## src/rtl/qif_pkg.sv

```systemverilog
`default_nettype none
// ==== qif_pkg : shared scheduler state encoding, default sizes and clog2 helper | rev 1.0 ====
package qif_pkg;

  typedef enum logic [1:0] {
    IDLE  = 2'd0,
    ISSUE = 2'd1,
    WAIT  = 2'd2,
    WB    = 2'd3
  } state_t;

  localparam int c_DEF_NUM_NEURONS = 4;
  localparam int c_DEF_V_W         = 8;
  localparam int c_DEF_B_W         = 8;
  localparam int c_DEF_TICK_DIV    = 64;
  localparam int c_DEF_EV_DEPTH    = 4;

  function automatic int clog2(input int n);
    int r;
    r = 0;
    for (int i = 0; i < 31; i++) begin
      if ((1 << i) < n) r = i + 1;
    end
    return r;
  endfunction

endpackage
`default_nettype wire

```

## src/rtl/qif_neuron_scheduler_if.sv

```systemverilog
`default_nettype none
// ==== qif_neuron_scheduler_if : datapath launch/result and spike-event stream | rev 1.0 ====
interface qif_neuron_scheduler_if
  import qif_pkg::*;
#(
  parameter int V_W   = c_DEF_V_W,
  parameter int B_W   = c_DEF_B_W,
  parameter int IDX_W = clog2(c_DEF_NUM_NEURONS)
);
  logic             dp_start;
  logic [V_W-1:0]   dp_v;
  logic [B_W-1:0]   dp_b;
  logic             dp_done;
  logic [V_W-1:0]   dp_v_next;
  logic             dp_spike;
  logic             ev_valid;
  logic [IDX_W-1:0] ev_idx;
  logic             ev_ready;

  modport master (
    output dp_start, dp_v, dp_b, ev_valid, ev_idx,
    input  dp_done, dp_v_next, dp_spike, ev_ready
  );

  modport slave (
    input  dp_start, dp_v, dp_b, ev_valid, ev_idx,
    output dp_done, dp_v_next, dp_spike, ev_ready
  );
endinterface
`default_nettype wire

```

## src/rtl/qif_event_fifo.sv

```systemverilog
`default_nettype none
// ==== qif_event_fifo : synchronous FIFO; a push into a full FIFO survives only with a same-cycle pop | rev 1.0 ====
module qif_event_fifo
  import qif_pkg::*;
#(
  parameter int WIDTH = 2,
  parameter int DEPTH = c_DEF_EV_DEPTH
) (
  input  logic             clk,
  input  logic             rst,
  input  logic             push,
  input  logic [WIDTH-1:0] push_data,
  input  logic             pop,
  output logic [WIDTH-1:0] head,
  output logic             full,
  output logic             empty,
  output logic             drop
);
  localparam int c_AW = clog2(DEPTH);

  logic [WIDTH-1:0] r_mem [DEPTH];
  logic [c_AW:0]    r_wr_ptr;
  logic [c_AW:0]    r_rd_ptr;
  logic             w_do_pop;
  logic             w_do_push;

  assign empty     = (r_wr_ptr == r_rd_ptr);
  assign full      = (r_wr_ptr[c_AW] != r_rd_ptr[c_AW]) &&
                     (r_wr_ptr[c_AW-1:0] == r_rd_ptr[c_AW-1:0]);
  assign w_do_pop  = pop && !empty;
  assign w_do_push = push && (!full || w_do_pop);
  assign drop      = push && full && !w_do_pop;
  // Head is forced to zero when empty so stale storage never leaks out.
  assign head      = empty ? '0 : r_mem[r_rd_ptr[c_AW-1:0]];

  always_ff @(posedge clk or posedge rst) begin
    if (rst) begin
      r_wr_ptr <= '0;
      r_rd_ptr <= '0;
    end else begin
      if (w_do_push) r_wr_ptr <= r_wr_ptr + (c_AW+1)'(1);
      if (w_do_pop)  r_rd_ptr <= r_rd_ptr + (c_AW+1)'(1);
    end
  end

  always_ff @(posedge clk) begin
    if (w_do_push) r_mem[r_wr_ptr[c_AW-1:0]] <= push_data;
  end
endmodule
`default_nettype wire

```

## src/rtl/qif_neuron_scheduler.sv

```systemverilog
`default_nettype none
// ==== qif_neuron_scheduler : sweeps NUM_NEURONS virtual QIF neurons through one shared datapath per tick | rev 1.0 ====
module qif_neuron_scheduler
  import qif_pkg::*;
#(
  parameter int NUM_NEURONS = c_DEF_NUM_NEURONS,
  parameter int V_W         = c_DEF_V_W,
  parameter int B_W         = c_DEF_B_W,
  parameter int TICK_DIV    = c_DEF_TICK_DIV,
  parameter int EV_DEPTH    = c_DEF_EV_DEPTH,
  localparam int IDX_W      = clog2(NUM_NEURONS)
) (
  input  logic                  clk,
  input  logic                  rst,
  input  logic                  en,
  input  logic                  clr_flags,
  input  logic                  cfg_we,
  input  logic [IDX_W-1:0]      cfg_idx,
  input  logic [B_W-1:0]        cfg_b,
  qif_neuron_scheduler_if.master bus,
  output logic                  busy,
  output logic                  tick_miss,
  output logic                  ev_drop
);
  localparam int                 c_CNT_W   = clog2(TICK_DIV);
  localparam logic [IDX_W-1:0]   c_LAST    = IDX_W'(NUM_NEURONS - 1);
  localparam logic [c_CNT_W-1:0] c_TICK_AT = c_CNT_W'(TICK_DIV - 1);

  state_t             r_state;
  state_t             w_next;
  logic [c_CNT_W-1:0] r_cnt;
  logic [IDX_W-1:0]   r_idx;
  logic [V_W-1:0]     r_v [NUM_NEURONS];
  logic [B_W-1:0]     r_b [NUM_NEURONS];
  logic [V_W-1:0]     r_dp_v;
  logic [B_W-1:0]     r_dp_b;
  logic               r_tick_miss;
  logic               r_ev_drop;
  logic               w_tick;
  logic               w_last;
  logic               w_load;
  logic [IDX_W-1:0]   w_load_idx;
  logic               w_capture;
  logic               w_push;
  logic               w_fifo_full;
  logic               w_fifo_empty;
  logic               w_fifo_drop;
  logic [IDX_W-1:0]   w_fifo_head;

  assign w_tick    = en && (r_cnt == c_TICK_AT);
  assign w_last    = (r_idx == c_LAST);
  assign w_capture = (r_state == WAIT) && bus.dp_done;
  assign w_push    = w_capture && bus.dp_spike;

  always_ff @(posedge clk or posedge rst) begin
    if (rst)     r_cnt <= '0;
    else if (en) r_cnt <= w_tick ? '0 : r_cnt + c_CNT_W'(1);
  end

  always_comb begin
    w_next     = r_state;
    w_load     = 1'b0;
    w_load_idx = '0;
    case (r_state)
      IDLE: begin
        if (w_tick) begin
          w_next = ISSUE;
          w_load = 1'b1;
        end
      end
      ISSUE: w_next = WAIT;
      WAIT:  if (bus.dp_done) w_next = WB;
      WB: begin
        if (w_last) begin
          w_next = IDLE;
        end else begin
          w_next     = ISSUE;
          w_load     = 1'b1;
          w_load_idx = r_idx + IDX_W'(1);
        end
      end
      default: w_next = IDLE;
    endcase
  end

  // Operand load reads r_b before any same-edge cfg write lands, so that write waits a sweep.
  always_ff @(posedge clk or posedge rst) begin
    if (rst) begin
      r_state <= IDLE;
      r_idx   <= '0;
      r_dp_v  <= '0;
      r_dp_b  <= '0;
      for (int i = 0; i < NUM_NEURONS; i++) begin
        r_v[i] <= '0;
        r_b[i] <= '0;
      end
    end else begin
      r_state <= w_next;
      if (w_load) begin
        r_dp_v <= r_v[w_load_idx];
        r_dp_b <= r_b[w_load_idx];
      end
      if (w_capture)         r_v[r_idx] <= bus.dp_v_next;
      if (r_state == WB)     r_idx <= w_last ? '0 : r_idx + IDX_W'(1);
      if (cfg_we)            r_b[cfg_idx] <= cfg_b;
    end
  end

  always_ff @(posedge clk or posedge rst) begin
    if (rst) begin
      r_tick_miss <= 1'b0;
      r_ev_drop   <= 1'b0;
    end else begin
      if (w_tick && (r_state != IDLE)) r_tick_miss <= 1'b1;
      else if (clr_flags)              r_tick_miss <= 1'b0;
      if (w_fifo_drop)                 r_ev_drop <= 1'b1;
      else if (clr_flags)              r_ev_drop <= 1'b0;
    end
  end

  qif_event_fifo #(
    .WIDTH (IDX_W),
    .DEPTH (EV_DEPTH)
  ) u_ev_fifo (
    .clk       (clk),
    .rst       (rst),
    .push      (w_push),
    .push_data (r_idx),
    .pop       (bus.ev_ready),
    .head      (w_fifo_head),
    .full      (w_fifo_full),
    .empty     (w_fifo_empty),
    .drop      (w_fifo_drop)
  );

  assign bus.dp_start = (r_state == ISSUE);
  assign bus.dp_v     = r_dp_v;
  assign bus.dp_b     = r_dp_b;
  assign bus.ev_valid = !w_fifo_empty;
  assign bus.ev_idx   = w_fifo_head;
  assign busy         = (r_state != IDLE);
  assign tick_miss    = r_tick_miss;
  assign ev_drop      = r_ev_drop;
endmodule
`default_nettype wire

```

## src/flat_wrapper.sv

```systemverilog
// flat-port wrapper written by rule: the top's interface ports become plain ports
module qif_neuron_scheduler_flat import qif_pkg::*;
#(
  parameter int NUM_NEURONS = c_DEF_NUM_NEURONS,
  parameter int V_W         = c_DEF_V_W,
  parameter int B_W         = c_DEF_B_W,
  parameter int TICK_DIV    = c_DEF_TICK_DIV,
  parameter int EV_DEPTH    = c_DEF_EV_DEPTH,
  localparam int IDX_W      = clog2(NUM_NEURONS)
)
  (clk, rst, en, clr_flags, cfg_we, cfg_idx, cfg_b, busy, tick_miss, ev_drop, bus_dp_start, bus_dp_v, bus_dp_b, bus_ev_valid, bus_ev_idx, bus_dp_done, bus_dp_v_next, bus_dp_spike, bus_ev_ready);
  qif_neuron_scheduler_if #(.V_W(V_W), .B_W(B_W), .IDX_W((2))) bus_i ();
  input  logic clk;
  input  logic rst;
  input  logic en;
  input  logic clr_flags;
  input  logic cfg_we;
  input  logic [IDX_W-1:0] cfg_idx;
  input  logic [B_W-1:0] cfg_b;
  output logic busy;
  output logic tick_miss;
  output logic ev_drop;
  output wire logic [$bits(bus_i.dp_start)-1:0] bus_dp_start;
  output wire logic [$bits(bus_i.dp_v)-1:0] bus_dp_v;
  output wire logic [$bits(bus_i.dp_b)-1:0] bus_dp_b;
  output wire logic [$bits(bus_i.ev_valid)-1:0] bus_ev_valid;
  output wire logic [$bits(bus_i.ev_idx)-1:0] bus_ev_idx;
  input wire logic [$bits(bus_i.dp_done)-1:0] bus_dp_done;
  input wire logic [$bits(bus_i.dp_v_next)-1:0] bus_dp_v_next;
  input wire logic [$bits(bus_i.dp_spike)-1:0] bus_dp_spike;
  input wire logic [$bits(bus_i.ev_ready)-1:0] bus_ev_ready;
  assign bus_dp_start = bus_i.dp_start;
  assign bus_dp_v = bus_i.dp_v;
  assign bus_dp_b = bus_i.dp_b;
  assign bus_ev_valid = bus_i.ev_valid;
  assign bus_ev_idx = bus_i.ev_idx;
  assign bus_i.dp_done = bus_dp_done;
  assign bus_i.dp_v_next = bus_dp_v_next;
  assign bus_i.dp_spike = bus_dp_spike;
  assign bus_i.ev_ready = bus_ev_ready;
  qif_neuron_scheduler #(.NUM_NEURONS(NUM_NEURONS), .V_W(V_W), .B_W(B_W), .TICK_DIV(TICK_DIV), .EV_DEPTH(EV_DEPTH)) u_core (.clk(clk), .rst(rst), .en(en), .clr_flags(clr_flags), .cfg_we(cfg_we), .cfg_idx(cfg_idx), .cfg_b(cfg_b), .bus(bus_i), .busy(busy), .tick_miss(tick_miss), .ev_drop(ev_drop));
endmodule
```

## config.mk

```make
export PLATFORM = sky130hd
export DESIGN_NAME = qif_neuron_scheduler_flat
export DESIGN_NICKNAME = d
export VERILOG_FILES = /design/src/rtl/qif_pkg.sv /design/src/rtl/qif_neuron_scheduler_if.sv /design/src/rtl/qif_event_fifo.sv /design/src/rtl/qif_neuron_scheduler.sv /design/src/flat_wrapper.sv
export SDC_FILE = /design/constraint.sdc
export NUM_CORES = 1
export LEC_CHECK = 0
export ABC_AREA = 0
export CAP_MARGIN = 20
export CORE_MARGIN = 2
export CORE_UTILIZATION = 51
export CTS_CLUSTER_DIAMETER = 150
export CTS_CLUSTER_SIZE = 40
export DETAILED_ROUTE_END_ITERATION = 12
export GPL_TIMING_DRIVEN = 0
export HOLD_SLACK_MARGIN = 0.15
export PLACE_DENSITY_LB_ADDON = 0.2
export SLEW_MARGIN = 15
export SYNTH_ARGS = -nofsm -noshare
export SYNTH_HDL_FRONTEND = slang
export SYNTH_SLANG_ARGS = --single-unit
```

## constraint.sdc

```tcl
create_clock -name clk -period 3.8 [get_ports clk]
set_input_delay 1.14 -clock clk [delete_from_list [all_inputs] [get_ports clk]]
set_output_delay 1.14 -clock clk [all_outputs]
set_load 0.005 [all_outputs]
```

==> impl_metrics.csv, run 1 <==
group,metric,value,unit
yosys,async_flop_share,92.5,%
global_route,grt_max_degree,64,
cts,cts_sinks,106,
timing,setup_tns,0,ns
timing,whs,0.476,ns
die,ios,49,
drt,drt_iter0_drc,143,
yosys,synth_compound_area_share,5.91,%
cts,root_buffer,"clkbuf_8",
yosys,syn_inst,356,
critical_path,path_max_fanout,5,
timing,slew_violations,0,
drt,wl,9.18,mm
die,die_area,10400,µm²
pwr,p_sw,1.52,mW
die,start_util,52.7,%
pwr,power.internal,3.00,mW
timing,min_period,3.15,ns
min_path,hold_class,"flip-flop to flip-flop",
drt,vias,2979,
cells_and_area,syn_to_final_growth,17.9,%
timing,final_hold_viol_count,0,
placed_design,hpwl,6.26,mm
global_route,overflow,0,
cells_and_area,fin_util,62.2,%
cts,hold_buffers,0,
die,fp.dieH,102,µm
cts,ctsHtreeMaxLevel,3,
global_route,grt_first_pass_wirelength,15.0,mm
timing,period_share,83.0,%
pwr,ir_drop,0.396,mV
critical_path,worstPathArrival,2.01,ns
cells_and_area,ff_latch_area,2690,µm²
cts,cts_buffers,9,
run_status,outcome,"complete, no violations",
yosys,synth_edf_count,8,
global_route,grt_antenna_before_repair,0,
timing,setup_violations,0,
cells_and_area,multi_input_area,2060,µm²
pwr,power.share.sequential,40.4,%
placed_design,place.gp.congestion,0.796,
pwr,clockPowerShare,17.0,%
cells_and_area,drive_gt1_share,27.7,%
critical_path,reg2reg_depth,8,
yosys,synth_flop_cell,"dfrtp_1",
yosys,synth_top_family_by_area,"multiplexers",
critical_path,crit_path_end_kind,"output port",
global_route,top_usage_layer,"met2",
yosys,yosys_warnings,0,
global_route,grtUsageMet1,25.0,%
drt,ant_nets,0,
pwr,cellPowerDensity,783,nW/µm²
yosys,synthSimpleGateAreaFrac,7.03,%
drt,drc,0,
yosys,avgSynthCellArea,13.7,µm²
placed_design,placed_cells,532,
die,core-area,9280,µm²
placed_design,placed_area,5550,µm²
drt,dr.pass1.iters,4,
cells_and_area,stdcell_count,548,
pwr,swShare,33.6,%
placed_design,pre_cts_ws,0.941,ns
yosys,yosys.area_share.adder,3.58,%
min_path,hold_depth,1,
global_route,grt_usage,19.3,%
critical_path,cp.required,2.66,ns
pwr,power,4.52,mW
yosys,synth-xor-area-share,1.79,%
yosys,synth_seq_cells,106,
die,rows,35,
cts,cts.repair.resized,0,
yosys,synthMuxAreaShare,23.8,%
cells_and_area,final_area,5770,µm²
timing,slew_headroom,49.3,%
timing,rsz0062_at_grt,"false",
pwr,comb_power_share,42.6,%
pwr,cellLeakagePower,2.46,nW
drt,wl_per_cell,16.8,µm
critical_path,crit_type,"flip-flop to output port",
cells_and_area,n_antenna_cell,0,
yosys,ys_seq_area_share,55.0,%
timing,timing.final.ws_setup,0.645,ns
die,dieWidth,102,µm
global_route,grtUsageMet2,32.4,%
cts,clk_path_buf_depth,2,
global_route,gr-usage-met3,4.10,%
cts,cts_tree,"yes",
run,maxCapViolCount,0,
yosys,synth_nets,396,
yosys,netlist_area,4890,µm²
drt,vias_per_cell,5.44,
cells_and_area,nFillCells,735,
timing,clock-skew-final,0.0108,ns
cts,clock_latency,0.37,ns
critical_path,cp-start-kind,"flip-flop",
cells_and_area,nets,454,
cts,post_cts_buffers,0,
cts,clk_pin_slew,0.10,ns
placed_design,port_buffers,46,
timing,tightest_slew,0.758,ns
yosys,synth_cell_types,39,
global_route,grt_pass1_vias,3027,
timing,fmax,317,MHz
## Yosys cell counts, types with 2 or more instances
| cell type | instances | area share, % |
|---|---|---|
| dfrtp_1 | 98 | 50 |
| or2b_1 | 2 | 0.31 |
| xnor2_1 | 7 | 1.3 |
| o22ai_1 | 2 | 0.26 |
| nand2_1 | 7 | 0.54 |
| o21ai_0 | 5 | 0.51 |
| inv_1 | 19 | 1.5 |
| nand3b_1 | 3 | 0.46 |
| nor2b_1 | 9 | 1.2 |
| nand2b_1 | 7 | 0.89 |
| buf_4 | 4 | 0.61 |
| nand3_1 | 7 | 0.72 |
| a21oi_1 | 11 | 1.1 |
| o221ai_1 | 8 | 1.4 |
| and2_2 | 2 | 0.31 |
| nand4_1 | 4 | 0.51 |
| ha_1 | 14 | 3.6 |
| mux2_4 | 2 | 0.61 |
| mux2_2 | 82 | 19 |
| nor2_1 | 5 | 0.38 |
| xor2_1 | 3 | 0.54 |
| mux2i_1 | 16 | 3.3 |
| edfxtp_1 | 8 | 4.9 |
| a222oi_1 | 8 | 1.6 |
| and2_1 | 6 | 0.77 |
| clkbuf_1 | 4 | 0.31 |
## worst paths after layout
path                                         startpoint                            to  slack [ns]
max                        u_core.u_ev_fifo.r_rd_ptr[0]                 bus_ev_idx[1]        0.65
min                                     u_core.r_cnt[4]               u_core.r_cnt[4]        0.48
max reg2reg                             u_core.r_idx[0]            u_core.bus.dp_b[1]        1.35
min reg2reg                             u_core.r_cnt[4]               u_core.r_cnt[4]        0.48
max in group asynchronous                           rst                 u_core.r_v[0]        2.06
min in group asynchronous                           rst  u_core.u_ev_fifo.r_rd_ptr[2]        1.12
## logic make-up after synthesis
| group | count (synthesis) |
|---|---|
| xor gates and xnor gates | 10 |
| and+or+nand+nor | 57 |
| buffers and inverters | 29 |
| DFF | 106 |
| muxes | 102 |
| AOI/OAI and AO/OA | 38 |
| adders and majority gates | 14 |
## area by class of cell
type / instances / share of cell area, %
well taps: 129 / 2.80
clock inverters: 6 / 1.65
clock buffers: 10 / 2.21
multi-input cells: 221 / 35.7
flip-flops and latches: 106 / 46.7
plain buffers: 10 / 1.24
inverters: 19 / 1.32
repair buffers: 47 / 8.46
## layout by cell type, fill, tap and decap left out, types with 8 or more instances in the layout
| cell | count |
|---|---|
| dfrtp_1 | 98 |
| mux2_2 | 82 |
| clkdlybuf4s50_1 | 46 |
| inv_1 | 18 |
| mux2i_1 | 16 |
| ha_1 | 14 |
| a21oi_1 | 11 |
| nor2b_1 | 9 |
| clkbuf_8 | 9 |
| o221ai_1 | 8 |
| a222oi_1 | 8 |
| edfxtp_1 | 8 |
## sequential cells by signal, indices dropped and copies added, names as in the netlist, 2 cells and up
name and count:
u_core.r_cnt 6, u_core.u_ev_fifo.r_wr_ptr 3, u_core.r_state 2, u_core.u_ev_fifo.r_rd_ptr 3, u_core.bus.dp_v 8, u_core.r_idx 2
u_core.r_v 32, u_core.u_ev_fifo.r_mem 8, u_core.r_b 32, u_core.bus.dp_b 8
## critical path: stages, from the launching register on
cell and delay, ns:
dfrtp_1 0.48, mux4_1 0.57, and2_1 0.16, clkdlybuf4s50_1 0.44
## power by group through the flow
stage,Clock (mW),Combinational (mW),Sequential (mW)
6_report,0.767,1.93,1.82
5_1_grt,0.839,2.11,1.88
4_1_cts,0.792,1.95,1.83
3_5_place_dp,0,1.94,1.85
3_3_place_gp,0,1.88,1.82
2_1_floorplan,0,1.34,1.79
## layer usage
layer	share of wire (%)	wire length, µm
met3	4.3	391
met4	0.83	76
met5	0	0
met2	49	4540
met1	46	4180
Note: power is estimated with default switching activity, not from simulation.
==> inputs of run 2 (changes only) <==
==> constraint.sdc (replaced) <==
create_clock -name clk -period 3 [get_ports clk]
set_input_delay 0.9 -clock clk [delete_from_list [all_inputs] [get_ports clk]]
set_output_delay 0.9 -clock clk [all_outputs]
set_load 0.005 [all_outputs]
==> run 2 against run 1 <==
Effect of this change:
- routed wire length is 0.85% higher
- first-iteration DRC count is 7.0% lower
- sequential share of layout area hardly changed
- global-route usage is 0.18 points lower
- worst setup slack worse by 0.52 ns
==> impl_metrics.csv, run 2 (synthesis results as in run 1) <==
group,metric,value,unit
run_status,outcome,"complete, no violations",
die,dieWidth,102,µm
critical_path,ff2ff_setup_slack,0.56,ns
timing,tightest_slew,0.778,ns
critical_path,reg2reg_depth,8,
cts,ctsHtreeMaxLevel,3,
global_route,grt_max_degree,37,
die,core-area,9280,µm²
cells_and_area,syn_to_final_growth,17.9,%
critical_path,r2r-start,"u_core.r_idx[0]",
cells_and_area,n_antenna_cell,0,
placed_design,hpwl,6.44,mm
global_route,grt_first_pass_wirelength,14.9,mm
timing,slew_violations,0,
timing,slew_headroom,47.9,%
cts,clk_pin_slew,0.09,ns
cts,post_cts_buffers,0,
die,rows,35,
pwr,power.share.sequential,40.9,%
cells_and_area,multi_input_area,2060,µm²
cells_and_area,mostFrequentLayoutCell,"dfrtp_1",
timing,final_hold_viol_count,0,
run,maxCapViolCount,0,
pwr,swShare,33.6,%
pwr,clockPowerShare,16.2,%
pwr,ir_drop,0.646,mV
critical_path,worstPathArrival,1.97,ns
global_route,grt_usage,19.1,%
drt,wl_per_cell,16.9,µm
die,die_area,10400,µm²
timing,whs,0.483,ns
timing,setup_violations,0,
drt,wl,9.26,mm
cells_and_area,final_cell_mix,"97 x dfrtp_1, 82 x mux2_2, 46 x clkdlybuf4s50_1",
timing,min_period,2.87,ns
critical_path,setup.worst_path.end,"bus_ev_idx[1]",
cts,clock_latency,0.37,ns
placed_design,place.gp.congestion,0.753,
cts,cts_buffers,9,
cts,cts_sinks,106,
placed_design,port_buffers,46,
timing,clock-skew-final,0.0147,ns
cts,clk_path_buf_depth,2,
timing,period_share,95.8,%
drt,dr.pass1.iters,4,
cells_and_area,nFillCells,749,
timing,fmax,348,MHz
drt,drc,0,
pwr,comb_power_share,42.9,%
global_route,grt_antenna_before_repair,0,
critical_path,crit_path_end_kind,"output port",
die,start_util,52.7,%
global_route,overflow,0,
drt,vias,2953,
die,ios,49,
pwr,cellPowerDensity,981,nW/µm²
critical_path,crit_start,"u_core.u_ev_fifo.r_rd_ptr[0]",
pwr,power.internal,3.76,mW
die,fp.dieH,102,µm
cts,root_buffer,"clkbuf_8",
critical_path,path_max_fanout,5,
drt,ant_nets,0,
cells_and_area,reg_top3,"u_core.r_b (32), u_core.r_v (32)",
pwr,p_sw,1.90,mW
critical_path,cp.required,2.10,ns
drt,vias_per_cell,5.39,
critical_path,cp-start-kind,"flip-flop",
drt,drt_iter0_drc,133,
critical_path,r2r_end,"u_core.bus.dp_b[5]",
pwr,cellLeakagePower,2.46,nW
cells_and_area,drive_gt1_share,27.9,%
pwr,power,5.66,mW
critical_path,crit_type,"flip-flop to output port",
timing,rsz0062_at_grt,"false",
min_path,hold_class,"flip-flop to flip-flop",
global_route,grt_pass1_vias,3004,
cells_and_area,nets,455,
cells_and_area,ff_latch_area,2690,µm²
cts,cts_tree,"yes",
run 2: worst min-delay path by stage:
stage	end	slack (ns)	start	cells past startpoint
4_1_cts	u_core.u_ev_fifo.r_wr_ptr[2]	0.50	u_core.u_ev_fifo.r_wr_ptr[2]	1
3_5_place_dp	u_core.r_cnt[4]	0.48	u_core.r_cnt[4]	1
5_1_grt	u_core.r_cnt[4]	0.52	u_core.r_cnt[4]	1
2_1_floorplan	u_core.r_cnt[4]	0.44	u_core.r_cnt[4]	1
3_3_place_gp	u_core.r_cnt[4]	0.46	u_core.r_cnt[4]	1
6_report	u_core.r_cnt[4]	0.48	u_core.r_cnt[4]	1
run 2: repair_timing:
action,CTS,global route
hold buffers,0,0
setup endpoints to repair,0,2
resized for setup,0,1
run 2: layout make-up:
class                   instances  share of cell area [%]
repair buffers                 48                    8.67
well taps                     129                    2.80
clock buffers                  11                    2.65
multi-input cells             221                    35.7
inverters                      19                    1.30
plain buffers                  10                    1.24
clock inverters                 4                   0.976
flip-flops and latches        106                    46.7
run 2: per-stage QoR:
stage / setup slack [ns] / setup TNS [ns] / util (%) / instance area, µm² / std cells
3_3_place_gp: -0.0770 / -7.02 / 59.4 / 5520 / 531
6_report: 0.125 / 0 / 62.1 / 5770 / 548
4_1_cts: 0.0213 / 0 / 62.1 / 5770 / 548
3_5_place_dp: 0.359 / 0 / 59.9 / 5560 / 533
2_1_floorplan: 0.871 / 0 / - / 4900 / 356
5_1_grt: 0.0132 / 0 / 62.1 / 5770 / 548
run 2: critical path, cell delays in order (launching register included):
cell	delay (ns)
dfrtp_2	0.45
mux4_1	0.56
and2_1	0.17
clkdlybuf4s50_1	0.43
run 2: power by group through the flow:
stage | clock network (mW) | logic, mW | registers (mW)
2_1_floorplan | 0 | 1.70 | 2.27
3_3_place_gp | 0 | 2.40 | 2.31
3_5_place_dp | 0 | 2.46 | 2.34
4_1_cts | 0.946 | 2.47 | 2.32
5_1_grt | 0.993 | 2.67 | 2.39
6_report | 0.917 | 2.43 | 2.32
run 2: layer usage:
metal	routed length, µm	vias up	global-route usage (%)
li1	-	1407	-
met1	4240	1494	24.1
met2	4640	41	32.8
met3	257	11	4.17
met4	120	0	6.36
met5	0	-	0
